$ cat config.mk
export PLATFORM = sky130hd
export DESIGN_NAME = mem_arbiter
export DESIGN_NICKNAME = d
export VERILOG_FILES = /design/src/rtl/mem_arb_pkg.sv /design/src/rtl/mem_arbiter.sv
export SDC_FILE = /design/constraint.sdc
export NUM_CORES = 1
export LEC_CHECK = 0
export BUFFER_PORTS_ARGS = -buffer_cell sky130_fd_sc_hd__buf_2
export CAP_MARGIN = 15
export CORE_UTILIZATION = 33
export DETAILED_ROUTE_END_ITERATION = 8
export GPL_TIMING_DRIVEN = 0
export PLACE_DENSITY = 0.95
export SETUP_SLACK_MARGIN = 0.05
export SLEW_MARGIN = 20
export SYNTH_ARGS = -nofsm -noshare
export SYNTH_HDL_FRONTEND = slang
export SYNTH_SLANG_ARGS = --single-unit
export TNS_END_PERCENT = 20
$ cat constraint.sdc
create_clock -name clk -period 5.5 [get_ports clk]
set_input_delay 0.55 -clock clk [delete_from_list [all_inputs] [get_ports clk]]
set_output_delay 0.55 -clock clk [all_outputs]
set_load 0.005 [all_outputs]
$ cat src/rtl/mem_arb_pkg.sv
// Shared types and default sizing for the two-port memory arbiter.
package mem_arb_pkg;

   localparam int ADDR_W_DEF    = 8;
   localparam int DATA_W_DEF    = 16;
   localparam int MAX_BURST_DEF = 4;

   typedef enum logic [1:0] {
      IDLE = 2'd0,
      OWN0 = 2'd1,
      OWN1 = 2'd2
   } arb_state_t;

endpackage

$ cat src/rtl/mem_arbiter.sv
// Two-requester memory arbiter with bounded bursts and alternating tie-break.
//
// state | meaning
// IDLE  | no owner; next grant picked from requests and last_owner
// OWN0  | requester 0 owns the memory port
// OWN1  | requester 1 owns the memory port
module mem_arbiter
   import mem_arb_pkg::*;
#(
   parameter int ADDR_W    = ADDR_W_DEF,
   parameter int DATA_W    = DATA_W_DEF,
   parameter int MAX_BURST = MAX_BURST_DEF
) (
   input  logic              clk,
   input  logic              rst_n,
   input  logic              req0,
   input  logic              req1,
   input  logic              we0,
   input  logic              we1,
   input  logic [ADDR_W-1:0] addr0,
   input  logic [ADDR_W-1:0] addr1,
   input  logic [DATA_W-1:0] wdata0,
   input  logic [DATA_W-1:0] wdata1,
   output logic              gnt0,
   output logic              gnt1,
   output logic              rvalid0,
   output logic              rvalid1,
   output logic [DATA_W-1:0] rdata0,
   output logic [DATA_W-1:0] rdata1,
   output logic              mem_we,
   output logic [ADDR_W-1:0] mem_addr,
   output logic [DATA_W-1:0] mem_in,
   input  logic [DATA_W-1:0] mem_out
);

   localparam int CNT_W = (MAX_BURST > 1) ? $clog2(MAX_BURST) : 1;
   localparam logic [CNT_W-1:0] CNT_LAST = CNT_W'(MAX_BURST - 1);

   arb_state_t       state_q, state_d;
   logic [CNT_W-1:0] burst_cnt, burst_cnt_d;
   logic             last_owner, last_owner_d;
   logic             accept0, accept1;

   always_ff @(posedge clk) begin
      if (!rst_n) begin
         state_q    <= IDLE;
         burst_cnt  <= '0;
         last_owner <= 1'b1;
         rvalid0    <= 1'b0;
         rvalid1    <= 1'b0;
      end else begin
         state_q    <= state_d;
         burst_cnt  <= burst_cnt_d;
         last_owner <= last_owner_d;
         rvalid0    <= accept0 & ~we0;
         rvalid1    <= accept1 & ~we1;
      end
   end

   always_comb begin
      state_d      = state_q;
      burst_cnt_d  = burst_cnt;
      last_owner_d = last_owner;
      case (state_q)
         IDLE: begin
            burst_cnt_d = '0;
            if (req0 && req1)
               state_d = last_owner ? OWN0 : OWN1;
            else if (req0)
               state_d = OWN0;
            else if (req1)
               state_d = OWN1;
         end
         OWN0: begin
            if (!req0) begin
               burst_cnt_d = '0;
               state_d     = req1 ? OWN1 : IDLE;
            end else if (burst_cnt != CNT_LAST) begin
               burst_cnt_d = burst_cnt + CNT_W'(1);
            end else begin
               // burst exhausted: hand over only if the other side is waiting
               burst_cnt_d = '0;
               if (req1)
                  state_d = OWN1;
            end
         end
         OWN1: begin
            if (!req1) begin
               burst_cnt_d = '0;
               state_d     = req0 ? OWN0 : IDLE;
            end else if (burst_cnt != CNT_LAST) begin
               burst_cnt_d = burst_cnt + CNT_W'(1);
            end else begin
               burst_cnt_d = '0;
               if (req0)
                  state_d = OWN0;
            end
         end
         default: begin
            state_d     = IDLE;
            burst_cnt_d = '0;
         end
      endcase
      if (state_d == OWN0)
         last_owner_d = 1'b0;
      else if (state_d == OWN1)
         last_owner_d = 1'b1;
   end

   always_comb begin
      gnt0     = (state_q == OWN0);
      gnt1     = (state_q == OWN1);
      // no transfer is accepted while reset is being sampled
      accept0  = rst_n & gnt0 & req0;
      accept1  = rst_n & gnt1 & req1;
      mem_we   = 1'b0;
      mem_addr = '0;
      mem_in   = '0;
      if (accept0) begin
         mem_we   = we0;
         mem_addr = addr0;
         mem_in   = wdata0;
      end else if (accept1) begin
         mem_we   = we1;
         mem_addr = addr1;
         mem_in   = wdata1;
      end
      rdata0 = rvalid0 ? mem_out : '0;
      rdata1 = rvalid1 ? mem_out : '0;
   end

endmodule

# Word-level counts from Yosys, hierarchy flattened

Cells that the tools add are included.

Add/sub/neg operators: 1
Multipliers: 0
Div/mod/pow operators: 0
Order comparisons: 0
Eq/ne operators: 5
Shifts and indexed selects: 0
Muxes and demuxes: 26
Bitwise operators: 8
Reduce and logical (&&, ||, !) cells: 3

Operators by type and width:

| kind                                          | count |
|---|---|
| two-way mux 16 bit                            | 4 |
| two-way mux 2 bit                             | 13 |
| two-way mux 8 bit                             | 2 |
| bitwise AND 1 bit                             | 6 |
| case mux 2 bit (3 select lines)               | 1 |
| two-way mux 1 bit                             | 5 |
| == test 2 x 1 -> 1 bit, second input constant | 2 |
| == test 2 bit, second input constant          | 2 |
| case mux 2 bit (2 select lines)               | 1 |
| adder 2 x 1 -> 2 bit, second input constant   | 1 |
| logical NOT 2 bit                             | 1 |
| inequality test 2 bit, second input constant  | 1 |
| NOT 1 bit                                     | 2 |
| nonzero test 2 bit                            | 1 |
| logical AND 1 bit                             | 1 |

Flip-flop bits (word level): 7
Bits in latches: 0
Bits in writable memories: 0
ROM bits: 0
Input bits: 70
Output and inout bits: 61
Logic and storage cells: 48
Memories kept: 0

# Logic depth before layout (Yosys ltp)

Gate-level depths: netlist (run 1).

Word-level depth: 7
Gate-level depth with buffers: 9
Gate-level depth less buffers: 9

# Worst setup path after synthesis (run 1)

Ideal clock, no wire load.

Kind: register to output
Start: reg state_q[1]
End: out mem_addr[0]
Arrival time: 1.390 ns
Required time: 4.950 ns
Path slack: 3.560 ns
Stages on the path, launching flop included: 8
Path buffers: 2
Cells stage by stage: dfxtp_1 > inv_1 > ha_1 > and3_1 > buf_6 > nor2_8 > buf_8 > a22o_1

Elaborated cells on any way between the ends: 8
Classes of those cells: eq/ne: 2; mux: 2; bitwise: 4

RTL lines:

| item                            | RTL line           | text |
|---|---|---|
| start: declaration              | mem_arbiter.sv:39  | `arb_state_t state_q, state_d;` |
| start signal: assignment        | mem_arbiter.sv:52  | `state_q <= state_d;` |
| == test 2 x 1 -> 1 bit          | mem_arbiter.sv:111 | `gnt0 = (state_q == OWN0);` |
| via gnt0                        | mem_arbiter.sv:24  | `output logic gnt0,` |
| bitwise AND 1 bit (2 in series) | mem_arbiter.sv:114 | `accept0 = rst_n & gnt0 & req0;` |
| two-way mux 8 bit               | mem_arbiter.sv:119 | `if (accept0) begin` |
| end: declaration                | mem_arbiter.sv:31  | `output logic [ADDR_W-1:0] mem_addr,` |

The timed path passes the listed nets, and every way through them passes these cells.

# Final worst setup path (run 1)

Start: reg state_q[1]
End: out mem_in[5]

Word-level cells in the longest chain between the ends: 5
Elaborated cells on any way between the ends: 8
Classes of those cells: eq/ne: 2; mux: 2; bitwise: 4

RTL lines:

| item                            | RTL line           | text |
|---|---|---|
| == test 2 bit                   | mem_arbiter.sv:112 | `gnt1 = (state_q == OWN1);` |
| bitwise AND 1 bit (2 in series) | mem_arbiter.sv:115 | `accept1 = rst_n & gnt1 & req1;` |
| two-way mux 16 bit              | mem_arbiter.sv:123 | `end else if (accept1) begin` |
| two-way mux 16 bit *            | mem_arbiter.sv:119 |  |
| end: declaration                | mem_arbiter.sv:32  | `output logic [DATA_W-1:0] mem_in,` |

Every way passes the cells marked *; elsewhere a longest branch is shown, timed or not.

==> flow_summary.yaml, run 1 <==
sta:
  setup_tns_ns: 0
  relSlewSlack_pct: 79.4
  rsz0062_at_grt: "no"
  fmax_ghz: 0.400
  finalSetupViolations: 0
  fin_crit_sh_pct: 45.5
  maxSlewViolCount: 0
  fin_ws_ns: 3.00
  period_needed_ns: 2.50
  hold_viol_final: 0
  worstMarginPinSlew_ns: 0.308
  clock_skew_ns: 0.00303
yosys:
  synth-main-ff-cell: "dfxtp_1"
  synth_top_area_share_pct: 21.7
  syn_inst: 115
  avgSynthCellArea_um2: 8.02
  syn-cell-area_um2: 922
  synth_edf_count: 0
  synth_area_leaders: "and2_1 (22%), a22o_1 (20%), dfxtp_1 (15%)"
  synth_top_cell_by_area: "and2_1"
  ys_seq_area_share_pct: 15.2
  synth_most_common_cell: "and2_1"
  synth_common_cells: "and2_1 (32), a22o_1 (21), dfxtp_1 (7)"
  synth_seq_cells: 7
  async_flop_share_pct: 0
  ys_types: 29
  syn_nets: 191
  ys.warnings.count: 0
drt:
  antenna_left: 0
  detail_route.vias_per_cell: 4.92
  vias: 1369
  wl_per_cell_um: 12.2
  drc: 0
  wl_um: 3390
  drtIter0Drc: 24
  firstDrtPassIters: 4
worst_setup_path:
  arrival_ns: 1.95
  crit_family: "buffers and inverters"
  critical_path.max_fanout: 10
  endpoint_kind: "output port"
  start_kind: "register"
  critPathSlowestCell: "dfxtp_1"
  worstRegToRegCells: 8
  cp_num_cells: 8
  path_buf_inv: 4
  critical_path_class: "reg2out"
  cp.required_ns: 4.95
  path_cells: "inv_1 -> ha_1 -> and3_1 -> buf_6 -> nor2_8 -> buf_8 -> a22o_1 -> buf_2"
  slowest_delay_ns: 0.40
run_status:
  status: "completed"
min_path:
  whs_path_depth: 1
  hp-class: "reg2reg"
cells_and_area:
  insertedDiodeCount: 0
  syn_to_final_growth_pct: 76.9
  drive_above_1_share_pct: 58.9
  finalNetCount: 325
power_and_ir_drop:
  p_leak_uw: 0.00104
  pwr-share-clk_pct: 23.0
  powerDensity_nw_per_um2: 128
  p_comb_share_pct: 48.4
  p_sw_uw: 70.2
  seq_power_share_pct: 28.6
  ir_drop_uv: 113
  internal-power_uw: 138
  switching_share_pct: 33.7
job:
  maxCapViolCount: 0
global_route:
  first_global_vias: 1083
  grt_busiest_layer: "met2"
  use_met2_pct: 42.2
  met1_usage_pct: 19.9
  antenna_found_initial: 0
  grt_usage_pct: 21.2
  overflow: 0
  grt_max_degree: 11
  grt_pass1_wl_um: 4460
  gr-usage-met3_pct: 6.11
floorplanning:
  ioPinCount: 131
  fp.dieW_um: 54.9
  die_y_um: 54.9
  start_util_pct: 35.9
  rows: 18
  die-area_um2: 3010
  core_area_um2: 2570
clock_network:
  cts_resized: 0
  htreeDepth: 1
  post_cts_buffers: 0
  numCtsBuffers: 3
  clk_latency_ns: 0.26
  cts_tree: "done"
  postCtsHoldBufs: 0
  clk_pin_slew_ns: 0.05
  clkSinkCount: 7
  clk_root_buffer_cell: "clkbuf_4"
  cts_max_path_buffers: 2
placement:
  pre_cts_ws_ns: 3.32
  place.gp.congestion: 0.781
  io_buffers: 129
  place_hpwl_um: 2790
-- worst reg2reg max path, stage by stage (launching register included) --
cell,delay [ns]
dfxtp_1,0.40
inv_1,0.10
ha_1,0.26
a22o_1,0.27
a221oi_1,0.35
or2_1,0.15
ha_1,0.22
mux2_2,0.27
nand2_1,0.06
-- layer usage --
metal  wire, um  vias up
li1           -      678
met1       1240      590
met2       1800       90
met3        277       11
met4         76        0
met5          0        -
-- final timing paths --
kind | from | to | slack (ns)
worst min register to register | burst_cnt[0] | burst_cnt[0] | 0.42
worst max register to register | state_q[1] | last_owner | 3.36
worst min-delay path | burst_cnt[0] | burst_cnt[0] | 0.42
worst max-delay path | state_q[1] | mem_in[5] | 3.00
-- power groups by stage --
stage	Sequential (uW)	Clock, uW	Combinational [uW]
global route	60.5	51.4	113
global placement	60.4	0	96.1
floorplan	59.6	0	52.2
detailed placement	60.6	0	99.0
CTS	59.7	49.4	101
finish	59.6	48.0	101
-- stage by stage --
stage | utilization, % | cell area, um^2 | instances | power [uW] | hold slack (ns)
floorplan | - | 922 | 115 | 112 | 0.398
global placement | 62.5 | 1610 | 274 | 156 | 0.411
detailed placement | 62.5 | 1610 | 274 | 160 | 0.416
CTS | 63.5 | 1630 | 278 | 210 | 0.423
global route | 63.5 | 1630 | 278 | 225 | 0.444
finish | 63.5 | 1630 | 278 | 208 | 0.418
-- registers in the layout, indices dropped and copies added, names as in the netlist --
| signal | flops |
|---|---|
| rvalid0 | 1 |
| last_owner | 1 |
| rvalid1 | 1 |
| state_q | 2 |
| burst_cnt | 2 |
-- kinds of logic after synthesis --
| kind of cell | share of synthesized area [%] |
|---|---|
| AND/OR/NAND/NOR | 34.6 |
| AO/OA/AOI/OAI | 32.0 |
| buffers and inverters | 8.82 |
| flip-flops | 15.2 |
| adder cells (fa/ha/maj) | 8.14 |
| multiplexers | 1.22 |
-- cell type report --
class | instances | area [um^2]
buffer | 8 | 66.3
clock buffer | 4 | 26.3
sequential | 7 | 140
tap | 30 | 37.5
fill | 248 | 936
inverter | 4 | 15.0
timing repair buffer | 129 | 646
multi-input combinational | 96 | 701
-- placed cells by master, fill, tap and decap left out, drive strengths merged, types with 2 or more instances in the layout --
cell type  synthesis  final
nand3              3      3
o21ai              3      3
a31oi              2      2
and2              33     33
nor2               6      6
inv                4      4
ha                 6      6
buf                6    135
clkbuf             2      6
a22o              26     26
a21oi              2      2
nand2              6      6
dfxtp              7      7
(Power assumes the default switching activity.)
==> run 2, diff against run 1 <==
CORE_UTILIZATION = 30   (was 33)
PLACE_DENSITY = 0.88   (was 0.95)
clock period = 2.33 ns   (was 5.5 ns; I/O delays follow)
==> flow_summary.yaml, run 2 (synthesized netlist as in run 1, its figures left out) <==
floorplanning:
  start_util_pct: 32.6
  ioPinCount: 131
  die-area_um2: 3300
  fp.dieW_um: 57.4
  core_area_um2: 2830
  die_y_um: 57.4
  rows: 19
run_status:
  violations: "design-rule violations"
  status: "complete, but fails checks"
placement:
  io_buffers: 129
  place.gp.congestion: 0.900
  pre_cts_ws_ns: 0.200
  place_hpwl_um: 2800
  dp.cells: 275
worst_setup_path:
  critical_path_class: "reg2reg"
  crit_start: "state_q[1]"
  timing.rr.end: "last_owner"
  r2r_slack_ns: 0.19
  worstRegToRegCells: 8
  reg2reg_from: "state_q[1]"
  cp.required_ns: 2.53
  critical_path.max_fanout: 6
  start_kind: "register"
  endpoint: "last_owner"
  arrival_ns: 2.34
  endpoint_kind: "register"
global_route:
  overflow: 0
  grt_pass1_wl_um: 4850
  antenna_found_initial: 0
  grt_max_degree: 11
  first_global_vias: 1118
  grt_usage_pct: 18.6
sta:
  fin_ws_ns: 0.189
  maxSlewViolCount: 0
  period_needed_ns: 2.14
  fin_crit_sh_pct: 91.9
  fmax_ghz: 0.467
  finalSetupViolations: 0
  clock_skew_ns: 0.00132
  setup_tns_ns: 0
  hold_viol_final: 0
  worstMarginPinSlew_ns: 0.367
  whs_ns: 0.155
  rsz0062_at_grt: "no"
  relSlewSlack_pct: 75.6
drt:
  detail_route.vias_per_cell: 4.87
  antenna_left: 0
  wl_um: 3300
  drc: 10
  drtIter0Drc: 64
  wl_per_cell_um: 11.8
  firstDrtPassIters: 6
  vias: 1359
power_and_ir_drop:
  powerDensity_nw_per_um2: 298
  ir_drop_uv: 327
  p_leak_uw: 0.00104
clock_network:
  postCtsHoldBufs: 0
  clk_latency_ns: 0.25
  htreeDepth: 1
  clk_root_buffer_cell: "clkbuf_4"
  clk_pin_slew_ns: 0.05
  post_cts_buffers: 0
  numCtsBuffers: 3
  cts_max_path_buffers: 2
  cts_tree: "done"
  clkSinkCount: 7
  cts_resized: 0
cells_and_area:
  regArea_um2: 140
  fillers: 283
  drive_above_1_share_pct: 58.9
  syn_to_final_growth_pct: 77.1
  mostFrequentLayoutCells: "buf_2 (131), and2_1 (32), a22o_1 (21), dfxtp_1 (7)"
  finalNetCount: 325
  layout.cells.non_filler: 279
  layout_commonest_cell: "buf_2"
  insertedDiodeCount: 0
  multi_input_area_um2: 701
  reg_top3: "burst_cnt (2), state_q (2)"
job:
  maxCapViolCount: 0
min_path:
  hp-class: "in2reg"
[run 2: worst min-delay path by stage]
stage,start,end,slack [ns],cells after the start
after floorplan,rst_n,last_owner,0.29,1
after global placement,burst_cnt[0],burst_cnt[0],0.41,1
after detailed placement,burst_cnt[0],burst_cnt[0],0.42,1
after CTS,we1,rvalid1,0.15,2
after global routing,we1,rvalid1,0.15,2
final,we1,rvalid1,0.15,2
[run 2: worst max-delay path, cell delays in order, from the launching register on]
cell and delay (ns):
dfxtp_1 0.41, inv_1 0.09, ha_1 0.25, a22o_1 0.25
a221oi_1 0.39, or2_1 0.16, ha_1 0.22, mux2_2 0.27
nand2_1 0.06
[run 2: stage by stage]
stage / area (um^2) / util (%) / power [uW]
after CTS: 1630 / 57.7 / 492
after global routing: 1630 / 57.7 / 525
after global placement: 1610 / 56.8 / 369
final: 1630 / 57.7 / 486
after floorplan: 922 / - / 264
after detailed placement: 1610 / 56.8 / 375
[run 2: layout make-up]
type | count | share of cell area [%]
Sequential cell | 7 | 8.58
Inverter | 4 | 0.920
Tap cell | 31 | 2.38
Timing Repair Buffer | 129 | 39.5
Multi-Input combinational cell | 96 | 42.9
Clock buffer | 4 | 1.61
Buffer | 8 | 4.06
[run 2: routing by layer]
metal,global-route usage [%],vias up,part of all wire (%),wire length [um]
li1,-,680,-,-
met1,20.9,602,38,1270
met2,35.5,73,53,1750
met3,4.31,4,8.3,274
met4,3.48,0,0.30,10
met5,0,-,0,0
[run 2: power by group]
part / switching, uW / total [uW] / internal, uW
Combinational: 102 / 231 / 129
Clock: 48.5 / 114 / 65.6
Sequential: 10.5 / 141 / 131
Total: 161 / 486 / 325
==> run 3, diff against run 2 <==
ABC_AREA = 1   (was unset)
CORE_UTILIZATION = 37   (was 30)
PLACE_DENSITY = 0.9   (was 0.88)
==> flow_summary.yaml, run 3 <==
floorplanning:
  start_util_pct: 39.3
  rows: 21
  core_area_um2: 3390
  ioPinCount: 131
  die_y_um: 62.0
  fp.dieW_um: 62.0
  die-area_um2: 3840
clock_network:
  clk_pin_slew_ns: 0.05
  post_cts_buffers: 0
  cts_max_path_buffers: 2
  clk_root_buffer_cell: "clkbuf_4"
  clkSinkCount: 7
  htreeDepth: 1
  cts_resized: 0
  numCtsBuffers: 3
  cts_tree: "done"
  clk_latency_ns: 0.26
  postCtsHoldBufs: 0
global_route:
  overflow: 0
  antenna_found_initial: 0
  grt_usage_pct: 18.5
  grt_max_degree: 11
  grt_pass1_wl_um: 5310
  first_global_vias: 1365
cells_and_area:
  layout_commonest_cell: "buf_2"
  reg_top3: "burst_cnt (2), state_q (2)"
  layout.cells.non_filler: 394
  mostFrequentLayoutCells: "buf_2 (131), inv_1 (67), nand2_1 (52), nand3_2 (21), o21ai_2 (20)"
  syn_to_final_growth_pct: 54.8
  drive_above_1_share_pct: 53.2
  insertedDiodeCount: 0
  finalNetCount: 425
worst_setup_path:
  endpoint_kind: "output port"
  cp.required_ns: 2.10
  arrival_ns: 1.85
  start_kind: "register"
  critical_path_class: "reg2out"
  critical_path.max_fanout: 10
  reg2reg_from: "state_q[1]"
  r2r_slack_ns: 0.53
  worstRegToRegCells: 11
  timing.rr.end: "last_owner"
yosys:
  ys_seq_area_share_pct: 10.5
  synth_edf_count: 0
  synth-main-ff-cell: "dfxtp_1"
  synth_common_cells: "inv_1 (67), nand2_1 (52), nand3_2 (21)"
  synth_seq_cells: 7
  ys_types: 20
  syn-cell-area_um2: 1330
  syn_nets: 291
  synth_top_cell_by_area: "inv_1"
  syn_inst: 215
  ys.warnings.count: 0
  avgSynthCellArea_um2: 6.19
  synth_most_common_cell: "inv_1"
  async_flop_share_pct: 0
  synth_top_area_share_pct: 18.9
  synth_area_leaders: "inv_1 (19%), nand3_2 (16%), nand2_1 (15%)"
placement:
  place_hpwl_um: 3510
  place.gp.congestion: 0.768
  dp.cells: 390
  io_buffers: 129
sta:
  relSlewSlack_pct: 81.3
  hold_viol_final: 0
  maxSlewViolCount: 0
  finalSetupViolations: 0
  setup_tns_ns: 0
  rsz0062_at_grt: "no"
  fin_crit_sh_pct: 89.5
  fmax_ghz: 0.479
  period_needed_ns: 2.09
  clock_skew_ns: 0.00411
  worstMarginPinSlew_ns: 0.279
  whs_ns: 0.141
drt:
  vias: 1747
  wl_per_cell_um: 10.2
  drc: 0
  drtIter0Drc: 44
  antenna_left: 0
  firstDrtPassIters: 4
  wl_um: 4030
  detail_route.vias_per_cell: 4.43
min_path:
  whs_path_depth: 2
  whs_endpoint: "rvalid0"
  hp-start: "we0"
  hp-class: "in2reg"
power_and_ir_drop:
  powerDensity_nw_per_um2: 272
  p_leak_uw: 0.00152
  ir_drop_uv: 261
run_status:
  status: "completed"
job:
  maxCapViolCount: 0
[run 3: changes by cell type in the layout (fill, tap and decap cells not counted), moves of 4 or more]
cell / delta
a22o_1: -21
a22o_2: -5
and2_1: -32
inv_1: +63
nand2_1: +46
nand3_1: +9
nand3_2: +21
o21ai_0: +4
o21ai_2: +20
[run 3: kinds of logic after synthesis]
logic type	synth area share, %
compound gates	16.2
fa+ha+maj	5.64
buf+inv	28.0
flops	10.5
simple gates	39.7
[run 3: worst max-delay path, stage by stage (launching register included)]
cell and delay, ns:
dfxtp_1 0.42, inv_1 0.11, ha_1 0.26, nand2_1 0.26
clkbuf_8 0.25, nand3_2 0.10, o21ai_2 0.07, buf_2 0.12
[run 3: worst max-delay path by stage]
stage | cells past startpoint | startpoint | to | slack, ns
6_report | 7 | state_q[1] | mem_in[7] | 0.24
4_1_cts | 7 | state_q[1] | mem_in[7] | 0.25
2_1_floorplan | 11 | state_q[1] | last_owner | 0.72
3_3_place_gp | 7 | state_q[1] | mem_in[6] | 0.56
5_1_grt | 7 | state_q[1] | mem_addr[3] | 0.12
3_5_place_dp | 12 | state_q[1] | last_owner | 0.54
[run 3: final cells by class]
| type | count | area, um^2 |
|---|---|---|
| inverter | 68 | 255 |
| fill | 292 | 1330 |
| timing repair buffer | 129 | 646 |
| tap | 46 | 57.6 |
| clock buffer | 4 | 26.3 |
| multi-input combinational | 129 | 818 |
| buffer | 11 | 118 |
| sequential | 7 | 140 |
[run 3: metrics by stage]
step | cell area, um^2 | setup slack, ns | util (%) | total power [uW]
detailed placement | 2030 | 0.544 | 60.0 | 450
global placement | 2030 | 0.555 | 60.0 | 439
global route | 2060 | 0.117 | 60.8 | 613
CTS | 2060 | 0.252 | 60.8 | 564
finish | 2060 | 0.244 | 60.8 | 560
floorplan | 1330 | 0.716 | - | 320
[run 3: power by group]
group,switching [uW],internal [uW]
clock,47.1,65.5
combinational,162,136
sequential,14.7,135
[run 3: metal layers]
metal	wire, um	track usage [%]	up-vias
met2	2190	36.9	91
met3	308	3.93	9
met5	0	0	-
li1	-	-	899
met1	1470	18.3	748
met4	65	6.67	0
